<file path="config.mk">
export PLATFORM = sky130hd
export DESIGN_NAME = i2c_target
export DESIGN_NICKNAME = d
export VERILOG_FILES = /design/src/rtl/i2c_target_pkg.sv /design/src/rtl/i2c_line_filter.sv /design/src/rtl/i2c_target.sv
export SDC_FILE = /design/constraint.sdc
export NUM_CORES = 1
export LEC_CHECK = 0
export BUFFER_PORTS_ARGS = -buffer_cell sky130_fd_sc_hd__buf_2
export CORE_ASPECT_RATIO = 2
export CORE_MARGIN = 8
export CORE_UTILIZATION = 55
export DETAILED_ROUTE_END_ITERATION = 8
export PLACE_DENSITY_LB_ADDON = 0.12
export SLEW_MARGIN = 10
export SYNTH_ARGS = -nofsm -noshare
export SYNTH_HDL_FRONTEND = slang
export SYNTH_SLANG_ARGS = --single-unit
export TNS_END_PERCENT = 1
</file>
<file path="constraint.sdc">
create_clock -name clk -period 2.4 [get_ports clk]
set_input_delay 0.24 -clock clk [delete_from_list [all_inputs] [get_ports clk]]
set_output_delay 0.24 -clock clk [all_outputs]
set_load 0.01 [all_outputs]
</file>
<file path="src/rtl/i2c_target_pkg.sv">
// i2c_target shared definitions
// FSM states and I2C bit-level constants
package i2c_target_defs;

  typedef enum logic [2:0] {
    IDLE,
    ADDR,
    ADDR_ACK,
    WR_DATA,
    WR_ACK,
    RD_DATA,
    RD_ACK,
    IGNORE
  } state_t;

  localparam logic I2C_RW_WRITE = 1'b0;
  localparam logic I2C_RW_READ  = 1'b1;
  localparam logic I2C_ACK      = 1'b0;
  localparam logic I2C_NACK     = 1'b1;

endpackage

</file>
<file path="src/rtl/i2c_line_filter.sv">
// i2c_line_filter: 2-FF synchroniser plus stability filter
// Output follows the line only after FILTER_LEN equal samples
module i2c_line_filter #(
  parameter int FILTER_LEN = 4
) (
  input  logic clk,
  input  logic rst_n,
  input  logic i_line,
  output logic o_level
);

  localparam int CW = $clog2(FILTER_LEN + 1);

  logic [1:0]    r_sync;
  logic [CW-1:0] r_cnt;
  logic          r_level;

  // synchronise, then count consecutive samples differing from level
  always_ff @(posedge clk or negedge rst_n) begin
    if (!rst_n) begin
      r_sync  <= 2'b11;
      r_cnt   <= '0;
      r_level <= 1'b1;
    end else begin
      r_sync <= {r_sync[0], i_line};
      if (r_sync[1] == r_level) begin
        r_cnt <= '0;
      end else if (r_cnt == CW'(FILTER_LEN - 1)) begin
        r_level <= r_sync[1];
        r_cnt   <= '0;
      end else begin
        r_cnt <= r_cnt + 1'b1;
      end
    end
  end

  assign o_level = r_level;

endmodule

</file>
<file path="src/rtl/i2c_target.sv">
// i2c_target: byte-oriented I2C responder with register file
// Bus side and host side share regs; bus write wins on collision
module i2c_target
  import i2c_target_defs::*;
#(
  parameter logic [6:0] TARGET_ADDR = 7'h2A,
  parameter int         NUM_REGS    = 16,
  parameter int         FILTER_LEN  = 4,
  localparam int        PTR_W       = $clog2(NUM_REGS)
) (
  input  logic             clk,
  input  logic             rst_n,
  input  logic             scl_i,
  input  logic             sda_i,
  output logic             sda_o,
  output logic             sda_t,
  input  logic [PTR_W-1:0] host_addr,
  input  logic             host_wr_en,
  input  logic [7:0]       host_wdata,
  output logic [7:0]       host_rdata,
  output logic             wr_strobe,
  output logic [PTR_W-1:0] wr_addr,
  output logic [7:0]       wr_data,
  output logic             busy
);

  logic w_scl;
  logic w_sda;
  logic r_scl_d;
  logic r_sda_d;
  logic w_scl_rise;
  logic w_scl_fall;
  logic w_start;
  logic w_stop;

  state_t           r_state;
  logic [7:0]       r_shift;
  logic [3:0]       r_bitcnt;
  logic [PTR_W-1:0] r_ptr;
  logic             r_first;
  logic             r_rw;
  logic             r_phase;
  logic             r_sda_t;
  logic             r_busy;
  logic             r_wr_strobe;
  logic [PTR_W-1:0] r_wr_addr;
  logic [7:0]       r_wr_data;
  logic [7:0]       r_regs [NUM_REGS];
  logic [7:0]       r_host_rdata;

  logic [7:0] w_byte;
  logic [7:0] w_rd_byte;
  logic       w_bus_we;

  i2c_line_filter #(.FILTER_LEN(FILTER_LEN)) u_scl_filt (
    .clk    (clk),
    .rst_n  (rst_n),
    .i_line (scl_i),
    .o_level(w_scl)
  );

  i2c_line_filter #(.FILTER_LEN(FILTER_LEN)) u_sda_filt (
    .clk    (clk),
    .rst_n  (rst_n),
    .i_line (sda_i),
    .o_level(w_sda)
  );

  // previous filtered levels for edge detection
  always_ff @(posedge clk or negedge rst_n) begin
    if (!rst_n) begin
      r_scl_d <= 1'b1;
      r_sda_d <= 1'b1;
    end else begin
      r_scl_d <= w_scl;
      r_sda_d <= w_sda;
    end
  end

  assign w_scl_rise = w_scl & ~r_scl_d;
  assign w_scl_fall = ~w_scl & r_scl_d;
  assign w_start    = w_scl & r_scl_d & r_sda_d & ~w_sda;
  assign w_stop     = w_scl & r_scl_d & ~r_sda_d & w_sda;

  assign w_byte    = {r_shift[6:0], w_sda};
  assign w_rd_byte = r_regs[r_ptr];
  assign w_bus_we  = (r_state == WR_DATA) & w_scl_rise &
                     (r_bitcnt == 4'd7) & ~r_first;

  // protocol FSM with registered bus and strobe outputs
  always_ff @(posedge clk or negedge rst_n) begin
    if (!rst_n) begin
      r_state     <= IDLE;
      r_shift     <= '0;
      r_bitcnt    <= '0;
      r_ptr       <= '0;
      r_first     <= 1'b0;
      r_rw        <= I2C_RW_WRITE;
      r_phase     <= 1'b0;
      r_sda_t     <= 1'b1;
      r_busy      <= 1'b0;
      r_wr_strobe <= 1'b0;
      r_wr_addr   <= '0;
      r_wr_data   <= '0;
    end else begin
      r_wr_strobe <= 1'b0;
      if (w_stop) begin
        r_state <= IDLE;
        r_sda_t <= 1'b1;
        r_busy  <= 1'b0;
      end else if (w_start) begin
        r_state  <= ADDR;
        r_bitcnt <= '0;
        r_phase  <= 1'b0;
        r_sda_t  <= 1'b1;
        r_busy   <= 1'b0;
      end else begin
        unique case (r_state)
          ADDR: begin
            if (w_scl_rise) begin
              r_shift <= w_byte;
              if (r_bitcnt == 4'd7) begin
                r_bitcnt <= '0;
                r_rw     <= w_sda;
                r_phase  <= 1'b0;
                r_state  <= (r_shift[6:0] == TARGET_ADDR) ?
                            ADDR_ACK : IGNORE;
              end else begin
                r_bitcnt <= r_bitcnt + 4'd1;
              end
            end
          end
          ADDR_ACK: begin
            if (w_scl_fall) begin
              if (!r_phase) begin
                r_sda_t <= I2C_ACK;
                r_busy  <= 1'b1;
                r_phase <= 1'b1;
              end else begin
                r_phase  <= 1'b0;
                r_bitcnt <= '0;
                if (r_rw == I2C_RW_READ) begin
                  r_sda_t <= w_rd_byte[7];
                  r_shift <= {w_rd_byte[6:0], 1'b0};
                  r_ptr   <= r_ptr + 1'b1;
                  r_state <= RD_DATA;
                end else begin
                  r_sda_t <= 1'b1;
                  r_first <= 1'b1;
                  r_state <= WR_DATA;
                end
              end
            end
          end
          WR_DATA: begin
            if (w_scl_rise) begin
              r_shift <= w_byte;
              if (r_bitcnt == 4'd7) begin
                r_bitcnt <= '0;
                r_phase  <= 1'b0;
                r_state  <= WR_ACK;
                if (r_first) begin
                  r_ptr   <= w_byte[PTR_W-1:0];
                  r_first <= 1'b0;
                end else begin
                  r_wr_strobe <= 1'b1;
                  r_wr_addr   <= r_ptr;
                  r_wr_data   <= w_byte;
                  r_ptr       <= r_ptr + 1'b1;
                end
              end else begin
                r_bitcnt <= r_bitcnt + 4'd1;
              end
            end
          end
          WR_ACK: begin
            if (w_scl_fall) begin
              if (!r_phase) begin
                r_sda_t <= I2C_ACK;
                r_phase <= 1'b1;
              end else begin
                r_sda_t <= 1'b1;
                r_phase <= 1'b0;
                r_state <= WR_DATA;
              end
            end
          end
          RD_DATA: begin
            if (w_scl_rise) begin
              r_bitcnt <= r_bitcnt + 4'd1;
            end else if (w_scl_fall) begin
              if (r_bitcnt == 4'd8) begin
                r_sda_t <= 1'b1;
                r_phase <= 1'b0;
                r_state <= RD_ACK;
              end else begin
                r_sda_t <= r_shift[7];
                r_shift <= {r_shift[6:0], 1'b0};
              end
            end
          end
          RD_ACK: begin
            if (w_scl_rise) begin
              if (w_sda == I2C_NACK) begin
                r_state <= IGNORE;
                r_busy  <= 1'b0;
              end else begin
                r_phase <= 1'b1;
              end
            end else if (w_scl_fall && r_phase) begin
              r_sda_t  <= w_rd_byte[7];
              r_shift  <= {w_rd_byte[6:0], 1'b0};
              r_ptr    <= r_ptr + 1'b1;
              r_bitcnt <= '0;
              r_phase  <= 1'b0;
              r_state  <= RD_DATA;
            end
          end
          default: begin
          end
        endcase
      end
    end
  end

  // register file: host write first, bus write overrides
  always_ff @(posedge clk or negedge rst_n) begin
    if (!rst_n) begin
      for (int i = 0; i < NUM_REGS; i++) begin
        r_regs[i] <= '0;
      end
      r_host_rdata <= '0;
    end else begin
      if (host_wr_en) begin
        r_regs[host_addr] <= host_wdata;
      end
      if (w_bus_we) begin
        r_regs[r_ptr] <= w_byte;
      end
      if (w_bus_we && (r_ptr == host_addr)) begin
        r_host_rdata <= w_byte;
      end else if (host_wr_en) begin
        r_host_rdata <= host_wdata;
      end else begin
        r_host_rdata <= r_regs[host_addr];
      end
    end
  end

  assign sda_o      = 1'b0;
  assign sda_t      = r_sda_t;
  assign busy       = r_busy;
  assign wr_strobe  = r_wr_strobe;
  assign wr_addr    = r_wr_addr;
  assign wr_data    = r_wr_data;
  assign host_rdata = r_host_rdata;

endmodule

</file>
==> implementation parameters <==
Parameter                              Value

Timing
  Setup-violating endpoint count in the final report ... 0
  Post-route clock period utilization ... 0.949
  Setup repair after global routing missed its margin ... no
  Transition time at the pin with the least slew margin ... 915 ps
  Max_slew headroom ... 0.390
  Final Hold Viols ... 0
  Shortest clock period the worst path allows after layout ... roughly 2300 ps
  Pins Over Slew Limit ... 0
  Maximum clock skew at final layout ... approximately 7.7 ps
  F_max ... between 400 and 500 MHz
  Setup TNS ... 0 ps

Power
  Static leakage ... between 5 and 6 nW
  Cell Pwr Density ... about 840 nW/µm²
  Worst ir drop on vdd ... approximately 630 µV

Synthesis
  Area share of the leading cell type in the synthesized netlist ... 0.381
  Cell taking the most area after synthesis ... sky130_fd_sc_hd__dfrtp_1
  Post-synth top flop ... sky130_fd_sc_hd__dfrtp_1
  Most area-consuming cells after synthesis ... sky130_fd_sc_hd__dfrtp_1 (38%), sky130_fd_sc_hd__mux2i_1 (11%), sky130_fd_sc_hd__mux4_2 (7.3%), sky130_fd_sc_hd__a21oi_1 (6.5%), sky130_fd_sc_hd__nor2_1 (4.1%)
  Unique cell type count in the Yosys netlist ... between 70 and 80
  Summed instance area of the synthesized netlist ... ~12000 µm²
  Post-Syn Instances ... about 1200
  Synthesized net count ... 1190
  Seq/Total Area, Yosys ... 0.401
  Synthesis-stage register bit count ... around 190
  Post-synth EDFFs ... 0
  Number of warnings issued by yosys ... 0
  Post-synthesis async set-or-reset flop share ... 1.00
  Post-Syn Area per Cell ... about 10 µm²

Place
  Count of input and output buffers ... 39
  DP Cell Count ... approximately 1500
  RD Place Congestion ... 1.00
  Sum of net half-perimeters after detailed placement ... 29.9 mm

CTS
  Worst-skew pair later-pin latency ... 460 ps
  Clock tree from TritonCTS ... built
  Clock sink count ... ~190
  Root cell of the clock tree ... sky130_fd_sc_hd__clkbuf_16
  Clock edge transition at the registers on the reported setup and hold paths ... roughly 70 ps
  Cts bufs inserted ... 17
  Number of setup buffers added after CTS ... 0
  Total number of H-tree levels ... 4
  Maximum buffer depth of the clock tree ... 2

Die
  Vertical die dimension ... 222 µm
  Number of rows created at floorplan ... 75
  Die ar. ... around 26000 µm²
  Die Span X ... ~120 µm
  Initial Utilization ... 0.559
  Area of the placeable core ... about 21000 µm²
  Ports placed on the boundary ... 41

Critical path
  Type of origin of the critical path ... register
  Worst setup path class ... register to register
  Highest net fanout along the worst path ... 13
  Nature of the critical path endpoint ... register
  Reg2Reg Setup Slack ... 120 ps
  Required time worst endpoint ... roughly 2700 ps
  Worst EP arrival ... between 2000 and 3000 ps

Detailed routing
  Detailed-route wire length per cell ... 28.3 µm
  DR vias ... between 9000 and 10000
  Count of nets left with antenna violations after detail routing ... 0
  First-pass detailed-route iteration total ... 5
  Post-detailed-routing wire length ... 42.2 mm
  DRC marker count from the first detailed-route iteration ... a little over 800
  Detailed-route vias per instance ... ~6.6
  Number of design rule violations left after detail routing ... 0

Final layout
  Post-layout util ... 0.620
  Most frequent cells in the layout ... sky130_fd_sc_hd__dfrtp_1 (177), sky130_fd_sc_hd__a21oi_1 (152), sky130_fd_sc_hd__mux2i_1 (134)
  Post-Layout Cell Count ... 1491
  Antenna fix cells ... 0
  Fraction of final layout cells sized beyond drive strength 1 ... 0.226
  Final-stage net count ... 1234
  Area growth from synthesis to layout ... 10.9%
  Most frequent standard cell in the layout excluding fill and tap cells ... sky130_fd_sc_hd__dfrtp_1
  Combined flip-flop and latch cell area ... 4690 µm²
  Combined area of the multi-input logic cells ... approximately 6300 µm²
  Filler cell count ... between 1500 and 2000

GRT
  Residual overflow from global routing ... 0
  Largest net degree at the start of global routing ... 68
  Initial antenna violation count ... 1
  Via count of the first global-routing pass ... about 9800
  First-pass GRT wire length ... 62.5 mm
  Overall global routing resource usage ... 0.324

Min path
  Worst hold path class ... primary input to register

Flow run
  Number of max-cap violations ... 0

Status
  Run status ... finished clean
[where the power goes]
part / leakage, nW / switching (mW) / total, mW / internal, mW
logic: 2.82 / 2.03 / 3.36 / 1.34
registers: 2.19 / 0.779 / 4.64 / 3.86
clock network: 0.285 / 1.28 / 2.87 / 1.59
[synthesized netlist by cell type (4+ instances only)]
cell / number
sky130_fd_sc_hd__mux2_2: 37
sky130_fd_sc_hd__dfstp_2: 9
sky130_fd_sc_hd__ha_1: 8
sky130_fd_sc_hd__nor3_1: 7
sky130_fd_sc_hd__nor3b_1: 5
sky130_fd_sc_hd__o21ai_1: 25
sky130_fd_sc_hd__buf_6: 13
sky130_fd_sc_hd__inv_1: 20
sky130_fd_sc_hd__clkbuf_1: 28
sky130_fd_sc_hd__a221oi_1: 8
sky130_fd_sc_hd__xor2_1: 4
sky130_fd_sc_hd__nand3_4: 6
sky130_fd_sc_hd__nand2b_1: 7
sky130_fd_sc_hd__buf_4: 20
sky130_fd_sc_hd__a22oi_1: 24
sky130_fd_sc_hd__o21ai_0: 43
sky130_fd_sc_hd__a32o_1: 9
sky130_fd_sc_hd__a21oi_1: 152
sky130_fd_sc_hd__and3_1: 6
sky130_fd_sc_hd__nor2_2: 10
sky130_fd_sc_hd__nand2_1: 79
sky130_fd_sc_hd__mux2i_1: 134
sky130_fd_sc_hd__nand3_1: 21
sky130_fd_sc_hd__mux4_2: 38
sky130_fd_sc_hd__nor2_1: 129
sky130_fd_sc_hd__a22o_1: 10
sky130_fd_sc_hd__nor2b_1: 16
sky130_fd_sc_hd__o21ai_2: 8
sky130_fd_sc_hd__buf_2: 34
sky130_fd_sc_hd__dfrtp_1: 178
sky130_fd_sc_hd__xnor2_1: 4
[through the flow]
| step | total power [mW] | hold WS [ps] | setup slack (ps) | cell area [µm²] |
|---|---|---|---|---|
| 3_5_place_dp | 7.92 | 296 | 61.6 | 12300 |
| 6_report | 10.9 | 196 | 122 | 13000 |
| 5_1_grt | 11.3 | 219 | 22.4 | 13000 |
| 2_1_floorplan | 6.46 | -55.6 | 511 | 11700 |
| 3_3_place_gp | 7.86 | 296 | 87.8 | 12300 |
| 4_1_cts | 10.8 | 178 | 105 | 12900 |
[critical path, stage by stage (launching register included)]
cell and delay [ps]:
sky130_fd_sc_hd__dfrtp_1 620, sky130_fd_sc_hd__buf_4 270, sky130_fd_sc_hd__nand2b_1 220, sky130_fd_sc_hd__o221a_2 360, sky130_fd_sc_hd__a311oi_2 350, sky130_fd_sc_hd__o21ai_1 170
sky130_fd_sc_hd__mux2i_1 150
[path summary, 6_finish.rpt]
kind,start,end,depth (start not counted)
setup / recovery,r_state[1],r_state[0],6
hold / removal,host_wdata[0],r_regs[96],3
setup reg to reg,r_state[1],r_state[0],6
hold reg to reg,u_sda_filt.r_sync[0],u_sda_filt.r_sync[1],0
max in group asynchronous,rst_n,u_scl_filt.r_sync[1],3
min in group asynchronous,rst_n,u_sda_filt.r_cnt[0],2
[cells by family (layout without fill, tap and decap cells)]
family	Yosys count	in the layout	synth area share
DFF	187	187	0.401
AOI/OAI and AO/OA	308	308	0.158
other	1	1	0.000321
and+or+nand+nor	322	322	0.140
muxes	209	209	0.224
buffers and inverters	121	178	0.0611
xor gates and xnor gates	8	8	0.00599
adders and majority gates	9	9	0.00942
[cell type report]
cell class,count,area share
multi-input combinational,857,0.486
sequential,187,0.362
timing repair buffer,125,0.0748
clock buffer,22,0.0358
tap,269,0.0260
clock inverter,10,0.00907
inverter,21,0.00608
[routing by layer]
layer | up-vias | GRT usage | share of wire | wire, µm
met3 | 209 | 0.0683 | 0.061 | 2560
met2 | 489 | 0.564 | 0.52 | 22000
met5 | - | 0 | 0 | 0
li1 | 4312 | - | - | -
met1 | 4761 | 0.319 | 0.33 | 13800
met4 | 0 | 0.276 | 0.091 | 3860
[timing repair]
item                                    in CTS  in global routing
endpoints found under the setup margin       0                 11
hold endpoints to repair                    61                  0
resized for setup                            0                  4
hold buffers                                 3                  0
[state kept, by name, indices dropped and copies added, names as in the netlist, 2 cells and up]
name,cells
u_sda_filt.r_sync,2
r_state,3
host_rdata,8
u_scl_filt.r_sync,2
r_ptr,4
r_bitcnt,4
wr_addr,4
u_scl_filt.r_cnt,3
wr_data,8
r_shift,8
u_sda_filt.r_cnt,3
r_regs,128
Power figures use the tool's default switching activity.
